==> config.mk <==
export PLATFORM = sky130hd
export DESIGN_NAME = ita_serial_divider
export DESIGN_NICKNAME = d
export VERILOG_FILES = /design/src/rtl/ita_serial_divider.sv
export SDC_FILE = /design/constraint.sdc
export NUM_CORES = 1
export LEC_CHECK = 0
export ABC_AREA = 0
export ABC_CLOCK_PERIOD_IN_PS = 3110
export CAP_MARGIN = 10
export CORE_AREA = 2 2 95 97
export DETAILED_ROUTE_END_ITERATION = 6
export DIE_AREA = 0 0 97 99
export PLACE_DENSITY = 0.68
export SKIP_CTS_REPAIR_TIMING = 1
export SLEW_MARGIN = 20
export SYNTH_ARGS = -nofsm -noshare
export SYNTH_HDL_FRONTEND = slang
export SYNTH_SLANG_ARGS = --single-unit
==> constraint.sdc <==
create_clock -name clk_i -period 3.11 [get_ports clk_i]
set_input_delay 0.4665 -clock clk_i [delete_from_list [all_inputs] [get_ports clk_i]]
set_output_delay 0.4665 -clock clk_i [all_outputs]
set_load 0.005 [all_outputs]
==> src/rtl/ita_serial_divider.sv <==
// Restoring serial divider for one softmax row sum.
// Computes floor(Dividend / D) one quotient bit per clock and returns it
// saturated to OutWidth bits over a valid/ready handshake.
// One division is in flight at a time. All outputs come straight from flops.
module ita_serial_divider #(
   parameter int unsigned DivisorWidth  = 19,
   parameter int unsigned OutWidth      = 11,
   parameter int unsigned DividendWidth = 17,
   parameter int unsigned Dividend      = 65536
) (
   input  logic                    clk_i,
   input  logic                    rst_i,
   input  logic                    clear_i,
   input  logic                    in_valid_i,
   output logic                    in_ready_o,
   input  logic [DivisorWidth-1:0] in_data_i,
   output logic                    out_valid_o,
   input  logic                    out_ready_i,
   output logic [OutWidth-1:0]     out_data_o,
   output logic                    busy_o
);

   // One extra bit keeps {R, bit} from overflowing, since R < D always holds.
   localparam int unsigned RemWidth = DivisorWidth + 1;
   localparam int unsigned CntWidth = (DividendWidth > 1) ? $clog2(DividendWidth) : 1;

   localparam logic [DividendWidth-1:0] DividendVal = DividendWidth'(Dividend);
   localparam logic [DividendWidth-1:0] OutMax      =
      DividendWidth'((64'd1 << OutWidth) - 64'd1);
   localparam logic [CntWidth-1:0]      CntStart    = CntWidth'(DividendWidth - 1);

   typedef enum logic [1:0] {
      StIdle,
      StCalc,
      StDone
   } state_e;

   state_e                   state_q;
   logic [DivisorWidth-1:0]  divisor_q;
   logic [RemWidth-1:0]      rem_q;
   logic [DividendWidth-1:0] quo_q;
   logic [CntWidth-1:0]      cnt_q;
   logic                     in_ready_q;
   logic                     out_valid_q;
   logic [OutWidth-1:0]      out_data_q;
   logic                     busy_q;

   logic                     dividend_bit;
   logic [RemWidth-1:0]      rem_shift;
   logic [RemWidth-1:0]      divisor_ext;
   logic                     rem_ge;
   logic [RemWidth-1:0]      rem_step;
   logic [DividendWidth-1:0] quo_step;
   logic [OutWidth-1:0]      out_sat;

   // One restoring step, plus the saturated quotient as it will look after this step.
   always_comb begin
      dividend_bit = DividendVal[cnt_q];
      rem_shift    = {rem_q[RemWidth-2:0], dividend_bit};
      divisor_ext  = {1'b0, divisor_q};
      rem_ge       = (rem_shift >= divisor_ext);
      rem_step     = rem_ge ? (rem_shift - divisor_ext) : rem_shift;
      quo_step     = quo_q;
      quo_step[cnt_q] = rem_ge;
      out_sat      = (quo_step > OutMax) ? {OutWidth{1'b1}} : quo_step[OutWidth-1:0];
   end

   // Control FSM and datapath registers; rst_i and clear_i abort everything.
   always_ff @(posedge clk_i) begin
      if (rst_i || clear_i) begin
         state_q     <= StIdle;
         divisor_q   <= '0;
         rem_q       <= '0;
         quo_q       <= '0;
         cnt_q       <= '0;
         in_ready_q  <= 1'b1;
         out_valid_q <= 1'b0;
         out_data_q  <= '0;
         busy_q      <= 1'b0;
      end else begin
         unique case (state_q)
            StIdle: begin
               if (in_valid_i) begin
                  divisor_q  <= in_data_i;
                  rem_q      <= '0;
                  quo_q      <= '0;
                  cnt_q      <= CntStart;
                  state_q    <= StCalc;
                  in_ready_q <= 1'b0;
                  busy_q     <= 1'b1;
               end
            end
            StCalc: begin
               rem_q <= rem_step;
               quo_q <= quo_step;
               if (cnt_q == '0) begin
                  state_q     <= StDone;
                  out_valid_q <= 1'b1;
                  out_data_q  <= out_sat;
               end else begin
                  cnt_q <= cnt_q - 1'b1;
               end
            end
            StDone: begin
               // Result holds until taken; ready for a new divisor only afterwards.
               if (out_ready_i) begin
                  state_q     <= StIdle;
                  out_valid_q <= 1'b0;
                  in_ready_q  <= 1'b1;
                  busy_q      <= 1'b0;
               end
            end
            default: begin
               state_q     <= StIdle;
               in_ready_q  <= 1'b1;
               out_valid_q <= 1'b0;
               busy_q      <= 1'b0;
            end
         endcase
      end
   end

   assign in_ready_o  = in_ready_q;
   assign out_valid_o = out_valid_q;
   assign out_data_o  = out_data_q;
   assign busy_o      = busy_q;

   // A stalled result must neither drop nor change.
   property p_out_hold;
      @(posedge clk_i) (out_valid_o && !out_ready_i && !rst_i && !clear_i)
         |=> (out_valid_o && $stable(out_data_o));
   endproperty
   a_out_hold: assert property (p_out_hold);

   // Input and output handshakes are mutually exclusive.
   property p_excl;
      @(posedge clk_i) !(in_ready_o && out_valid_o);
   endproperty
   a_excl: assert property (p_excl);

endmodule
==> impl_metrics.py <==
metrics = {
    "global_routing": {
        "antenna_found_initial": 0,
        "grt_overflow": 0,
        "grt.total_usage": 0.226,
        "grt_pass1_wl_um": 18100,
        "grt_pass1_vias": 3923,
        "grt_max_degree": 34,
    },
    "worst_setup_path": {
        "cp.required_ns": 3.36,
        "arrival_ns": 3.25,
        "r2r_start": "divisor_q[0]",
        "rrSetupSlack_ns": 0.11,
        "criticalPathCategory": "reg2reg",
        "critPathLaunchType": "register",
        "crit_path_start": "divisor_q[0]",
        "cp-end-kind": "register",
        "crit_path_max_fanout": 6,
    },
    "yosys": {
        "ys_ff_latch": 76,
        "yosysSeqAreaShare": 0.348,
        "syn_nets": 607,
        "avgSynthCellArea_um2": 7.83,
        "synthCells": 558,
        "synth_flop_cell": "dfxtp_1",
        "synth.distinct_cells": 56,
        "yosysTopAreaCell": "dfxtp_1",
        "synth.area.top_cells": "dfxtp_1 (35%), a21oi_1 (10%), ha_1 (6.9%)",
        "yosys_warnings": 0,
        "synth_edf_count": 0,
        "syn-cell-area_um2": 4370,
        "synth_top_area_frac": 0.348,
        "synthArstFlopShare": 0,
    },
    "route": {
        "routed_wl_um": 10800,
        "drc": 0,
        "first_iter_violations": 235,
        "vias": 4127,
        "wl_per_cell_um": 15.4,
        "ant_nets": 0,
        "via_per_inst": 5.88,
        "drtPass1Iterations": 5,
    },
    "run_status": {
        "status": "complete, no violations",
    },
    "sta": {
        "rsz0062_at_grt": "false",
        "finClkSkew_ns": 0.00896,
        "worst_hold_slack_ns": 0.459,
        "period_share": 0.966,
        "finalCriticalPeriod_ns": 3.00,
        "tightest_slew_ns": 0.817,
        "setup_tns_ns": 0,
        "hold_violations": 0,
        "report.final.setup_viol": 0,
        "fmax_ghz": 0.333,
        "slew_violations": 0,
        "maxSlewHeadroom": 0.454,
    },
    "flow_run": {
        "max-cap-violations": 0,
    },
    "pwr": {
        "p_per_area_nw_per_um2": 516,
        "p_sw_uw": 810,
        "intPower_uw": 1830,
        "seq_power_share": 0.384,
        "comb_power_share": 0.258,
        "p_sw_frac": 0.307,
        "leakage_uw": 0.00194,
        "power_frac_clock": 0.357,
        "ir_drop_v": 0.000256,
    },
    "clock_tree": {
        "clock_latency_ns": 0.35,
        "cts_tree": "built",
        "numCtsBuffers": 9,
        "path_clk_slew_ns": 0.08,
        "clk_root_buffer_cell": "clkbuf_8",
        "clock_sinks": 76,
        "clk_path_buf_depth": 2,
        "ctsHtreeMaxLevel": 3,
    },
    "placed_design": {
        "gp_congestion": 0.901,
        "hpwl_um": 7660,
        "port_buffers": 37,
    },
    "floorplanning": {
        "row_count": 34,
        "num_io_pins": 38,
        "fp.dieH_um": 99,
        "die_w_um": 97,
        "core_area_um2": 8550,
        "die_area_um2": 9600,
        "initial_core_util": 0.511,
    },
    "layout": {
        "drive_gt1_frac": 0.0960,
        "area_delta_synth_final_pct": 16.9,
        "final_nets": 638,
        "num_antenna_cells": 0,
    },
    "worst_hold_path": {
        "worstHoldStart": "divisor_q[13]",
        "hold_class": "reg2reg",
    },
}
==> power by group through the flow <==
stage | Sequential [µW] | Combinational, µW | Clock, µW
5_1_grt | 1020 | 736 | 998
4_1_cts | 1010 | 612 | 950
2_1_floorplan | 1030 | 472 | 0
6_report | 1010 | 682 | 943
3_3_place_gp | 1040 | 594 | 0
3_5_place_dp | 1040 | 608 | 0
==> kinds of logic after synthesis <==
group | Yosys count | share of synthesized area
AO/OA/AOI/OAI | 188 | 0.262
XOR/XNOR | 16 | 0.0321
adder cells (fa/ha/maj) | 25 | 0.0733
buffers and inverters | 61 | 0.0687
flip-flops | 76 | 0.348
multiplexers | 7 | 0.0160
AND/OR/NAND/NOR | 185 | 0.200
==> sequential cells by signal, indices dropped and copies added, names as in the netlist <==
signal	count
busy_o	1
cnt_q	5
dividend_bit	1
divisor_q	19
in_ready_o	1
out_data_o	11
out_valid_o	1
quo_q	16
rem_q	19
state_q	2
==> placed cells by master, fill, tap and decap left out, types with 11 or more instances in the layout <==
master | netlist | layout
o21ai_0 | 40 | 40
nand2_1 | 78 | 78
nor3_1 | 20 | 20
dfxtp_1 | 76 | 76
a21oi_1 | 90 | 89
nor2_1 | 28 | 28
ha_1 | 24 | 24
clkdlybuf4s50_1 | 0 | 37
nand3_1 | 21 | 21
inv_1 | 23 | 23
xnor2_1 | 11 | 11
buf_4 | 1 | 19
==> layout make-up <==
class / instances / area (µm²)
inverter: 23 / 86.3
clock inverter: 7 / 123
multi-input combinational: 422 / 2590
clock buffer: 9 / 124
timing repair buffer: 57 / 533
tap: 108 / 135
fill: 795 / 3440
sequential: 76 / 1520
==> routing by layer <==
| metal | track usage | wire (µm) | share of wire | vias to the layer above |
|---|---|---|---|---|
| met5 | 0 | 0 | 0 | - |
| met4 | 0.0867 | 221 | 0.020 | 0 |
| met3 | 0.0397 | 598 | 0.055 | 21 |
| met2 | 0.376 | 5000 | 0.46 | 129 |
| met1 | 0.295 | 5010 | 0.46 | 1931 |
| li1 | - | - | - | 2046 |
==> critical path: stages (launching register included) <==
cell     delay, ns
dfxtp_1       0.36
ha_1          0.21
fa_2          0.25
nor2b_4       0.05
o31a_1        0.28
or4_4         0.50
a21bo_1       0.23
o311a_4       0.43
nor2_4        0.23
a31oi_1       0.13
o221a_2       0.23
==> final timing paths <==
check             endpoint  cells after the start
max reg2reg  out_data_o[4]                     10
min          divisor_q[13]                      2
min reg2reg  divisor_q[13]                      2
max          out_data_o[4]                     10
==> through the flow <==
stage	setup slack [ns]	power, µW	util	cells	area (µm²)
floorplan	0.265	1500	-	558	4370
CTS	0.0343	2580	0.590	699	5040
detailed placement	0.0595	1640	0.561	683	4800
global placement	0.137	1630	0.561	683	4800
global route	0.0115	2750	0.598	702	5110
finish	0.107	2640	0.598	702	5110
==> Yosys cell counts (all sizes together), types with 7 or more instances <==
| cell type | n |
|---|---|
| a21o | 7 |
| a21oi | 90 |
| a31oi | 8 |
| buf | 12 |
| clkbuf | 25 |
| dfxtp | 76 |
| ha | 24 |
| inv | 23 |
| mux2i | 7 |
| nand2 | 79 |
| nand3 | 21 |
| nor2 | 29 |
| nor3 | 20 |
| o21ai | 41 |
| o221a | 11 |
| xnor2 | 11 |
(Power assumes the default switching activity.)
